`src/rtl/rr_burst_arbiter.sv`:
```
// Round-robin bus arbiter that grants one master for a whole burst and releases on
// last beat, burst cap, request withdrawal or slave-stall timeout.
module rr_burst_arbiter #(
  parameter int NUM_MASTERS = 4,
  parameter int MAX_BURST   = 8,
  parameter int TIMEOUT     = 255
) (
  input  logic                           clk,
  input  logic                           rst,
  input  logic [NUM_MASTERS-1:0]         i_req,
  input  logic [NUM_MASTERS-1:0]         i_last,
  input  logic                           i_slave_ack,
  output logic [NUM_MASTERS-1:0]         o_grant,
  output logic [$clog2(NUM_MASTERS)-1:0] o_grant_idx,
  output logic                           o_busy,
  output logic                           o_timeout
);

  localparam int IW = $clog2(NUM_MASTERS);
  localparam int BW = $clog2(MAX_BURST + 1);
  localparam int TW = $clog2(TIMEOUT + 1);
  localparam logic [BW-1:0] BEAT_LAST = BW'(MAX_BURST - 1);
  localparam logic [TW-1:0] IDLE_LAST = TW'(TIMEOUT - 1);

  typedef enum logic {ST_IDLE, ST_OWN} state_t;

  state_t                 state_q, state_d;
  logic [NUM_MASTERS-1:0] grant_q, grant_d;
  logic [IW-1:0]          idx_q, idx_d;
  logic [IW-1:0]          ptr_q, ptr_d;
  logic [BW-1:0]          beat_q, beat_d;
  logic [TW-1:0]          idle_q, idle_d;
  logic                   timeout_q, timeout_d;

  logic [IW-1:0] cand;
  logic [IW-1:0] sel;
  logic          found;
  logic          rel_to;
  logic          rel;

  always_comb begin
    state_d   = state_q;
    grant_d   = grant_q;
    idx_d     = idx_q;
    ptr_d     = ptr_q;
    beat_d    = beat_q;
    idle_d    = idle_q;
    timeout_d = 1'b0;
    cand      = '0;
    sel       = '0;
    found     = 1'b0;
    rel_to    = 1'b0;
    rel       = 1'b0;
    case (state_q)
      ST_IDLE: begin
        // Search starts at the pointer and wraps, so the first hit is the fairest pick.
        for (int i = 0; i < NUM_MASTERS; i++) begin
          cand = IW'((int'(ptr_q) + i) % NUM_MASTERS);
          if (!found && i_req[cand]) begin
            found = 1'b1;
            sel   = cand;
          end
        end
        if (found) begin
          state_d      = ST_OWN;
          grant_d      = '0;
          grant_d[sel] = 1'b1;
          idx_d        = sel;
          beat_d       = '0;
          idle_d       = '0;
        end
      end
      ST_OWN: begin
        if (i_slave_ack) begin
          beat_d = beat_q + 1'b1;
          idle_d = '0;
        end else begin
          idle_d = idle_q + 1'b1;
        end
        // An ack in the same cycle always wins over the stall timeout.
        rel_to = !i_slave_ack && (idle_q == IDLE_LAST);
        rel    = (i_slave_ack && (i_last[idx_q] || (beat_q == BEAT_LAST)))
                 || !i_req[idx_q] || rel_to;
        if (rel) begin
          state_d   = ST_IDLE;
          grant_d   = '0;
          idx_d     = '0;
          ptr_d     = IW'((int'(idx_q) + 1) % NUM_MASTERS);
          timeout_d = rel_to;
        end
      end
      default: state_d = ST_IDLE;
    endcase
  end

  always_ff @(posedge clk) begin
    if (rst) begin
      state_q   <= ST_IDLE;
      grant_q   <= '0;
      idx_q     <= '0;
      ptr_q     <= '0;
      beat_q    <= '0;
      idle_q    <= '0;
      timeout_q <= 1'b0;
    end else begin
      state_q   <= state_d;
      grant_q   <= grant_d;
      idx_q     <= idx_d;
      ptr_q     <= ptr_d;
      beat_q    <= beat_d;
      idle_q    <= idle_d;
      timeout_q <= timeout_d;
    end
  end

  assign o_grant     = grant_q;
  assign o_grant_idx = idx_q;
  assign o_busy      = (state_q == ST_OWN);
  assign o_timeout   = timeout_q;

endmodule

```
`config.mk`:
```
export PLATFORM = sky130hd
export DESIGN_NAME = rr_burst_arbiter
export DESIGN_NICKNAME = d
export VERILOG_FILES = /design/src/rtl/rr_burst_arbiter.sv
export SDC_FILE = /design/constraint.sdc
export NUM_CORES = 1
export LEC_CHECK = 0
export CAP_MARGIN = 20
export CORE_MARGIN = 2
export CORE_UTILIZATION = 47
export DETAILED_ROUTE_END_ITERATION = 7
export GPL_ROUTABILITY_DRIVEN = 0
export PLACE_DENSITY = 0.79
export SLEW_MARGIN = 30
export SYNTH_ARGS = -nofsm -noshare
export SYNTH_HDL_FRONTEND = slang
export SYNTH_SLANG_ARGS = --single-unit
```
`constraint.sdc`:
```
create_clock -name clk -period 1.8 [get_ports clk]
set_clock_uncertainty 0.1 [all_clocks]
set_input_delay 0.36 -clock clk [delete_from_list [all_inputs] [get_ports clk]]
set_output_delay 0.36 -clock clk [all_outputs]
set_load 0.01 [all_outputs]
```
-- Yosys cells after proc, flatten, opt, wreduce, memory -nomap -nowiden
Index checks and enable logic that the tools add are counted.
- register bits: 22
- input port bits: 11
- $lt $le $gt $ge: 7
- mux-type cells: 42
- reductions and logical operators: 18
- bitwise gates (word level): 2
- $add $sub $neg: 6
- equality and inequality tests: 5
- operators with widths (kind ; number):
    2-bit by 3-bit < comparator with 1-bit output, second input constant ; 6
    1-bit two-way mux ; 17
    4-bit two-way mux ; 4
    8-bit two-way mux ; 2
    4-bit one-hot mux with 2 select lines ; 2
    8-bit one-hot mux with 2 select lines ; 1
    2-bit two-way mux ; 7
    1-bit binary-select mux with 2-bit select ; 6
    8-bit by 1-bit adder with 8-bit output, second input constant ; 1
    8-bit equality test, second input constant ; 1
    1-bit logical AND ; 6
    2-bit AND reduction ; 3
    1-bit logical NOT ; 5
    2-bit by 1-bit adder with 2-bit output, second input constant ; 2
    2-bit adder, second input constant ; 2
    4-bit by 1-bit adder with 4-bit output, second input constant ; 1
    4-bit by 3-bit equality test with 1-bit output, second input constant ; 1
    2-bit inequality test, second input constant ; 2
    2-bit one-hot mux with 2 select lines ; 1
    1-bit logical OR ; 3
    3-bit OR reduction ; 1
    1-bit demux with 2-bit select ; 1
    2-bit by 1-bit greater-or-equal comparator with 1-bit output, second input constant ; 1
    2-bit by 1-bit inequality test with 1-bit output, second input constant ; 1
    2 further kinds ; 3

-- Longest topological paths before layout
- word-level depth: 22
- gate-level depth with buffers: 7

-- Worst setup path before layout
Ideal clock, no wire load.
- path kind: flip-flop to flip-flop
- from: reg idx_q[0], in the netlist o_grant_idx[0]
- to: reg ptr_q[0]
- buffers on the path: 2
- period minus slack after synthesis: 1850 ps
- data arrival time: 1629 ps
- cell stages (with the launch flop): 7
- slack: -50 ps
- required time: 1579 ps
- cells stage by stage: dfxtp_1 buf_6 mux4_2 o21ai_1 o31a_1 buf_6 mux2_4
- longest elaborated chain between the ends: 7
- elaborated cells between the ends (all ways): 11
- classes of those cells: 1 x add/sub; 4 x mux; 6 x reduce/logical
- ends and longest elaborated chain (what ; line ; RTL):
    from (decl) ; 29 ; logic [IW-1:0] idx_q, idx_d;
    from (signal assigned) ; 108 ; idx_q <= idx_d;
    1-bit binary-select mux with 2-bit select ; 82 ; rel = (i_slave_ack && (i_last[idx_q] || (beat_q == BEAT_LAST)))
    1-bit two-way mux (implied by the code) ; 82 ;
    1-bit logical OR ; 82 ;
    1-bit logical AND ; 82 ;
    1-bit logical OR (2 in series) ; 83 ; || !i_req[idx_q] || rel_to;
    2-bit AND reduction (no line) ; n/a ;
    to (signal assigned) ; 109 ; ptr_q <= ptr_d;
    to (decl) ; 30 ; logic [IW-1:0] ptr_q, ptr_d;
Parallel ways exist; a longest one is shown, timed or not. The select of a mux whose other input is x is not followed.
A chain may end at the register's enable or synchronous reset.

-- Worst setup path in the final report
- from: in i_req[3]
- to: reg ptr_q[0]
- longest elaborated chain between the ends: 6
- ends and longest elaborated chain (what ; line ; RTL):
    from (decl) ; 10 ; input logic [NUM_MASTERS-1:0] i_req,
    1-bit binary-select mux with 2-bit select ; 83 ;
    1-bit two-way mux (implied by the code) ; 83 ;
    1-bit logical NOT ; 83 ;
    1-bit logical OR (2 in series) ; 83 ;
    2-bit AND reduction (no line) ; n/a ;
Every way passes these cells. The select of a mux whose other input is x is not followed.

==> metrics list <==
* Routed length per instance: around 13 um
* Final Slew Violations: 0
- The worst hold path belongs to the class reg -> reg.
- The die covers a little under 3000 um2.
- STA classifies the critical path endpoint as a register.
- Maximum level of the CTS H-tree: 1
- Syn Std Cell Area: 1170 um2
- Number of global-route vias before repair: about 1000
- Global routing used 20.0% of the available tracks across all layers.
* # Post-CTS Setup Buffers: 0
* Switching part of the total power: 26.6%
* Sequential power share: approximately half
- In this run the deepest clock path goes through 2 buffers.
* Post-DR vias/cell: around 5.6
- Largest fanout on the critical path: 3
- The number of antenna violations at the first check in global routing came to 0.
- Worst setup timing slack at the placement stage: -0.295 ns
- Half-perimeter wire length after detailed placement: 2020 um
* Critical path launch point type: input pin
- Summing all flip-flop and latch instances after layout gives roughly 450 um2.
- Pint: 0.000753 W
- During synthesis, Yosys emitted a total of 0 warnings.
* Post-route setup slack: between 0.03 and 0.04 ns
* Outcome: finished, final reports clean
- Clock edge transition at the registers on the reported setup and hold paths: 0.14 ns
- Number of iterations in the first detailed-routing pass: 4
- Summed over all nets, the switching power comes to 0.000273 W.
- Residual DRC: 0
- Crit path arrival time: around 1.9 ns
* TritonCTS Sinks: 22
* Mapped Cells: ~140
- The total overflow left after global routing is 0.
- Counting flops and latches in the post-synthesis netlist gives 22.
- For this design the ratio of total power to cell area is between 600 and 700 nW/um2.
- Counting the buffers created by CTS gives 3.
- Dividing the final minimum period by the clock period gives between 90 and 100%.
* Share of the yosys chip area belonging to registers: between 30% and 40%
- Counting the fill cells in the layout gives about 210.
- In the final layout, the share of cells above drive strength 1 is between 10% and 20%.
- Combinational share of power: 21.9%
- Slew @ Worst Pin: approximately 0.28 ns
- Compared with the post-synthesis result, the final layout area differs by 29.7%.
- Across the VDD grid, the largest voltage drop is approximately 0.47 mV.
- Worst endpoint required time: 1.92 ns
- Once the floorplan was initialized, standard cells occupied between 40 and 50% of the core.
- Detailed-route wire length: roughly 2600 um
- Floorplan row count: 18
* Port Buffers: 18
- Leak: between 0.5 and 0.6 nW
- The tool flagged a number of max-cap violations equal to 0.
- Synth cell types: 41
- Entering global routing, the biggest net connects 13 pins.
* Maximum clock frequency: 568 MHz
* EDFF count, synth: 0
* Clock latency on the worst-skew pair: just over 0.3 ns
- The repair_antennas step left the layout with diodes totalling 0.
* Floorplan die width: about 54 um
* Number of top-level design ports: 19
- The number of nets handed over by synthesis was 155.
- Crit Path Class: in -> reg
- Adding up every negative setup slack in the final design gives 0 ns.
* Main flop type after synthesis: sky130_fd_sc_hd__dfxtp_1
- Unrepaired setup endpoints after global routing: yes
- Clk Tree Root Cell: sky130_fd_sc_hd__clkbuf_4
* TritonCTS clock tree: built
- After clock tree synthesis, the flow added hold-fix buffers numbering 0.
* Proportion of power drawn by the clock network: between 20% and 30%
- Area of the placeable core: about 2400 um2
- Wire length of the first global-routing pass: ~4300 um
- Violation count after the first detailed-route iteration: 40
- Multi-input combinational cell area: 662 um2
- In this run the vertical extent of the chip is approximately 54 um.
- At the end of the flow, the number of nets in the layout was between 150 and 200.
* Final period demand of the worst path: approximately 1.8 ns
* Final cell utilization of the core: a little over three fifths
- Measured against its own limit, the worst slew margin works out to 81.4%.
- Number of hold violations in the final report: 0
- Via total after detailed routing: roughly 1100
- Avg Inst Size Synth: 8.33 um2
* Number of setup violations in the final report: 0
- After synthesis, the share of flip-flops with an asynchronous set or reset is 0%.
* Final ANT Viol Nets: 0
-- metrics by stage --
step	cell area [um2]	total power (W)	instances	hold WS, ns
after detailed placement	1480	0.000758	197	0.341
final	1520	0.00103	201	0.360
after floorplan	1180	0.000660	141	0.317
after global placement	1480	0.000751	197	0.335
after global routing	1520	0.00108	201	0.394
after CTS	1510	0.00103	201	0.359
-- path summary, 6_finish.rpt --
path | cells past startpoint | slack (ns) | startpoint | endpoint
worst max-delay path | 5 | 0.04 | i_req[3] | ptr_q[0]
worst min-delay path | 1 | 0.36 | beat_q[3] | beat_q[3]
worst max register to register | 7 | 0.11 | idle_q[0] | o_grant_idx[1]
worst min register to register | 1 | 0.36 | beat_q[3] | beat_q[3]
-- Yosys cell counts, types with 3 or more instances --
cell	count	area, um2
sky130_fd_sc_hd__ha_1	3	37.5
sky130_fd_sc_hd__nand3b_1	3	22.5
sky130_fd_sc_hd__nor3_1	4	20.0
sky130_fd_sc_hd__nand2b_1	3	18.8
sky130_fd_sc_hd__dfxtp_1	22	440
sky130_fd_sc_hd__nor2_1	12	45.0
sky130_fd_sc_hd__inv_1	3	11.3
sky130_fd_sc_hd__a21oi_1	13	65.1
sky130_fd_sc_hd__o22ai_1	6	37.5
sky130_fd_sc_hd__nand4_1	3	18.8
sky130_fd_sc_hd__nand2_1	8	30.0
sky130_fd_sc_hd__o21ai_0	10	50.1
sky130_fd_sc_hd__mux2i_1	3	30.0
sky130_fd_sc_hd__clkbuf_1	7	26.3
sky130_fd_sc_hd__nand3_1	9	45.0
-- metal layers --
layer | vias to the layer above | routed length [um] | GRT usage [%]
li1 | 582 | - | -
met1 | 514 | 1340 | 26.7
met2 | 24 | 1180 | 33.3
met3 | 2 | 94 | 2.78
met4 | 0 | 17 | 6.25
met5 | - | 0 | 0
-- cell usage in the layout, fill, tap and decap left out, types with 2 or more instances in the layout --
cell / instances
sky130_fd_sc_hd__o21ai_0: 10
sky130_fd_sc_hd__a311oi_1: 2
sky130_fd_sc_hd__nand2_1: 8
sky130_fd_sc_hd__mux2i_1: 3
sky130_fd_sc_hd__nand3_1: 9
sky130_fd_sc_hd__clkbuf_4: 3
sky130_fd_sc_hd__a21oi_1: 13
sky130_fd_sc_hd__nand3b_1: 3
sky130_fd_sc_hd__clkdlybuf4s50_1: 16
sky130_fd_sc_hd__ha_1: 3
sky130_fd_sc_hd__nand2b_1: 3
sky130_fd_sc_hd__a211oi_1: 2
sky130_fd_sc_hd__dfxtp_1: 18
sky130_fd_sc_hd__nand4_1: 3
sky130_fd_sc_hd__inv_1: 3
sky130_fd_sc_hd__nor2_1: 12
sky130_fd_sc_hd__nand4b_1: 2
sky130_fd_sc_hd__nor3_1: 4
sky130_fd_sc_hd__o22ai_1: 6
sky130_fd_sc_hd__nor4_1: 2
sky130_fd_sc_hd__dfxtp_2: 4
sky130_fd_sc_hd__buf_4: 18
sky130_fd_sc_hd__a31oi_1: 2
-- critical path, cell delays in order --
cell and delay, ns:
sky130_fd_sc_hd__clkdlybuf4s50_1 0.44, sky130_fd_sc_hd__mux4_2 0.50, sky130_fd_sc_hd__o21ai_2 0.07, sky130_fd_sc_hd__o31a_1 0.20, sky130_fd_sc_hd__mux2_4 0.30
-- power by group through the flow --
stage	Combinational, W	Clock, W	Sequential [W]
finish	0.000225	0.000274	0.000527
detailed placement	0.000221	0	0.000537
CTS	0.000221	0.000280	0.000526
global placement	0.000215	0	0.000536
floorplan	0.000126	0	0.000534
global route	0.000244	0.000302	0.000530
-- repair_timing --
item | in CTS | in global routing
resized for setup | 2 | 5
endpoints found under the setup margin | 2 | 8
pin swaps | 0 | 1
-- cell type report --
class | instances | area share, %
Tap cell | 30 | 2.46
Timing Repair Buffer | 37 | 21.5
Inverter | 4 | 0.985
Sequential cell | 22 | 29.2
Multi-Input combinational cell | 104 | 43.4
Clock buffer | 4 | 2.38
-- kinds of logic (layout without fill, tap and decap cells) --
family,after synthesis,after routing,share of synthesized area [%]
AO/OA/AOI/OAI,43,43,22.5
XOR/XNOR,1,1,0.746
adder cells (fa/ha/maj),3,3,3.20
buffers and inverters,15,45,6.50
flip-flops,22,22,37.5
multiplexers,6,6,6.71
AND/OR/NAND/NOR,51,51,22.9
-- registers in the layout, summed over array words and instances (netlist names) --
name and flops:
o_grant_idx 2, o_timeout 1, ptr_q 2, idle_q 8, beat_q 4, o_grant 4
o_busy 1
Power figures use the tool's default switching activity.
==> RTL change: new RTL, same settings <==
Remove the register `timeout_q`: a continuous assignment takes its place, so the output `o_timeout` follows one clock earlier.
--- a/src/rtl/rr_burst_arbiter.sv
+++ b/src/rtl/rr_burst_arbiter.sv
@@ -101,7 +101,6 @@
       ptr_q     <= '0;
       beat_q    <= '0;
       idle_q    <= '0;
-      timeout_q <= 1'b0;
     end else begin
       state_q   <= state_d;
       grant_q   <= grant_d;
@@ -109,9 +108,10 @@
       ptr_q     <= ptr_d;
       beat_q    <= beat_d;
       idle_q    <= idle_d;
-      timeout_q <= timeout_d;
     end
   end
+
+  assign timeout_q = timeout_d;
 
   assign o_grant     = grant_q;
   assign o_grant_idx = idx_q;
Function: same outputs for any inputs over 10 cycles, from zero or initial values and one cycle with rst high; that may be too few to reach the edited logic, so the function may still have changed.
==> RTL change against the original RTL <==
  * Total power down 3.3%
  * Wire length up 13%
  * Synthesized area down 2.2%
  * Register-to-register slack worse by 0.02 ns
  * Highest routed layer unchanged
  * Sequential cell count down 1
  * Design area up 5.0%
  * Critical path depth unchanged
  * Die area down 2.1%
  * Worst setup slack worse by 0.0062 ns
==> RTL change: results (changes against the original RTL) <==
| Metric | Value |
|---|---|
| Hold wc startpoint | o_grant[3]$_SDFFE_PP0P_ |
| Top post-synthesis cells by area | dfxtp_1 37%, a21oi_1 4.8%, nand3_1 4.4% |
| Critical R2R Capture | idle_q[4]$_SDFFE_PP0P_ |
| H-Tree Depth | 1 (unchanged) |
| Reg2reg setup slack | 0.09 ns (-0.02 ns) |
| Largest net degree at the start of global routing | 13 (unchanged) |
| Initial antenna violation count | 0 (unchanged) |
| Distinct cells, synth | 39 (-4.9%) |
| Pre-CTS WS | -0.456 ns (-0.161 ns) |
| Worst vdd ir | 0.462 mV (-2.1%) |
| Port Buffers | 18 (unchanged) |
| Detail Placement HPWL | 2180 µm (+8.0%) |
| Clock buffer count from CTS | 3 (unchanged) |
| Worst-path clk slew | 0.13 ns |
| Share of layout cells above drive strength 1 | 27.7% (+8.4 points) |
| Biggest register | idle_q |
| Reg2reg start | idle_q[0]$_SDFFE_PP0P_ |
| CP max stage delay | 0.66 ns (+0.16 ns) |
| Post-Route WL | 2970 µm (+13%) |
| Top cells by count, synth | 21 x dfxtp_1, 11 x a21oi_1, 11 x nor2_1 |
| Root Driver | clkbuf_4 |
| Asr flop ratio synth | 0% (unchanged) |
| Max cap viols | 0 (unchanged) |
| Reg2Reg Depth | 5 (-2) |
| Clock Path Buffers | 2 (unchanged) |
| Mapped Nets | 153 (-1.3%) |
| Fill cell count | 182 (-15%) |
| # diodes | 0 (unchanged) |
| Synth Warn # | 0 (unchanged) |
| GR Util All Layers | 22.6% (+2.6 points) |
| Net count, final | 192 (+3.2%) |
| First-pass DRT Iterations | 4 (unchanged) |
| Via Count | 1191 (+6.1%) |
| Max reg flops | 8 (unchanged) |
| First-pass GRT wire length | 4820 µm (+13%) |
| EDFF count, synth | 0 (unchanged) |
| Worst Setup SP | i_slave_ack |
| Worst-skew pair later-pin latency | 0.30 ns |
| Slowest CP cell | or4b_2 |
| DR iter-0 viols | 42 (+5.0%) |
| CP max FO | 10 (+7) |
| Hold EP | o_grant[3]$_SDFFE_PP0P_ |
| Leak | 0.644 nW (+10%) |
| Hold path depth | 2 (+1) |
| Fin Hold WS | 0.387 ns (+0.0263 ns) |
| Slew @ Worst Pin | 0.282 ns (+0.00365 ns) |
| Status | finished clean |
| Data arrival, critical path | 1.91 ns (+0.02 ns) |
| Sequential-to-total area share from yosys stat | 36.6% (-0.89 points) |
| Area share of the leading cell type in the synthesized netlist | 36.6% (-0.89 points) |
| Hold Path Class | reg -> reg |
==> RTL change: worst max-delay path, delay by kind of cell <==
kind,cells,cell delay [ns]
buffers and inverters,2,0.58
AND/OR/NAND/NOR,2,0.82
AO/OA/AOI/OAI,1,0.15
==> RTL change: worst max-delay path by stage <==
stage	to	slack, ns	depth (start not counted)
4_1_cts	ptr_q[0]$_SDFFE_PP0P_	0.01	5
6_report	idle_q[4]$_SDFFE_PP0P_	0.03	5
3_5_place_dp	idle_q[3]$_SDFFE_PP0P_	-0.46	7
5_1_grt	o_grant_idx[1]	0.0006	2
3_3_place_gp	idle_q[3]$_SDFFE_PP0P_	-0.42	7
2_1_floorplan	ptr_q[0]$_SDFFE_PP0P_	0.03	5
==> RTL change: what timing repair did <==
item,4_1_cts,5_1_grt
resized for setup,15,15
pin swaps,2,4
hold buffers,0,0
setup endpoints to repair,16,10
setup buffers,2,0
==> RTL change: per-layer routing <==
layer / routed length (µm) / track usage (%) / vias to the layer above
li1: - / - / 591
met1: 1290 / 26.9 / 566
met2: 1540 / 42.4 / 32
met3: 134 / 2.82 / 2
met4: 10 / 4.70 / 0
met5: 0 / 0 / -
==> RTL change: power breakdown <==
group	switching [mW]	internal, mW	total [mW]
registers	0.0134	0.485	0.499
clock network	0.151	0.0827	0.234
logic	0.125	0.135	0.260
==> RTL change: area by class of cell <==
class | instances | area share, %
multi-input combinational | 104 | 44.1
sequential | 21 | 27.0
inverter | 4 | 0.938
timing repair buffer | 44 | 24.1
clock inverter | 1 | 0.313
clock buffer | 3 | 1.41
tap | 28 | 2.19
==> RTL change: kinds of logic (layout without fill, tap and decap cells) <==
family                   after synthesis  in the layout  share of synthesized area, %
AO/OA/AOI/OAI                         39             39                          21.1
XOR/XNOR                               2              2                          1.53
adder cells (fa/ha/maj)                3              3                          3.27
buffers and inverters                 14             52                          5.34
flip-flops                            21             21                          36.6
multiplexers                           6              6                          7.19
AND/OR/NAND/NOR                       54             54                          24.9
==> RTL change: through the flow <==
stage / cells / instance area, µm²
floorplan: 139 / 1150
global placement: 199 / 1500
detailed placement: 199 / 1500
CTS: 205 / 1550
global route: 205 / 1600
finish: 205 / 1600
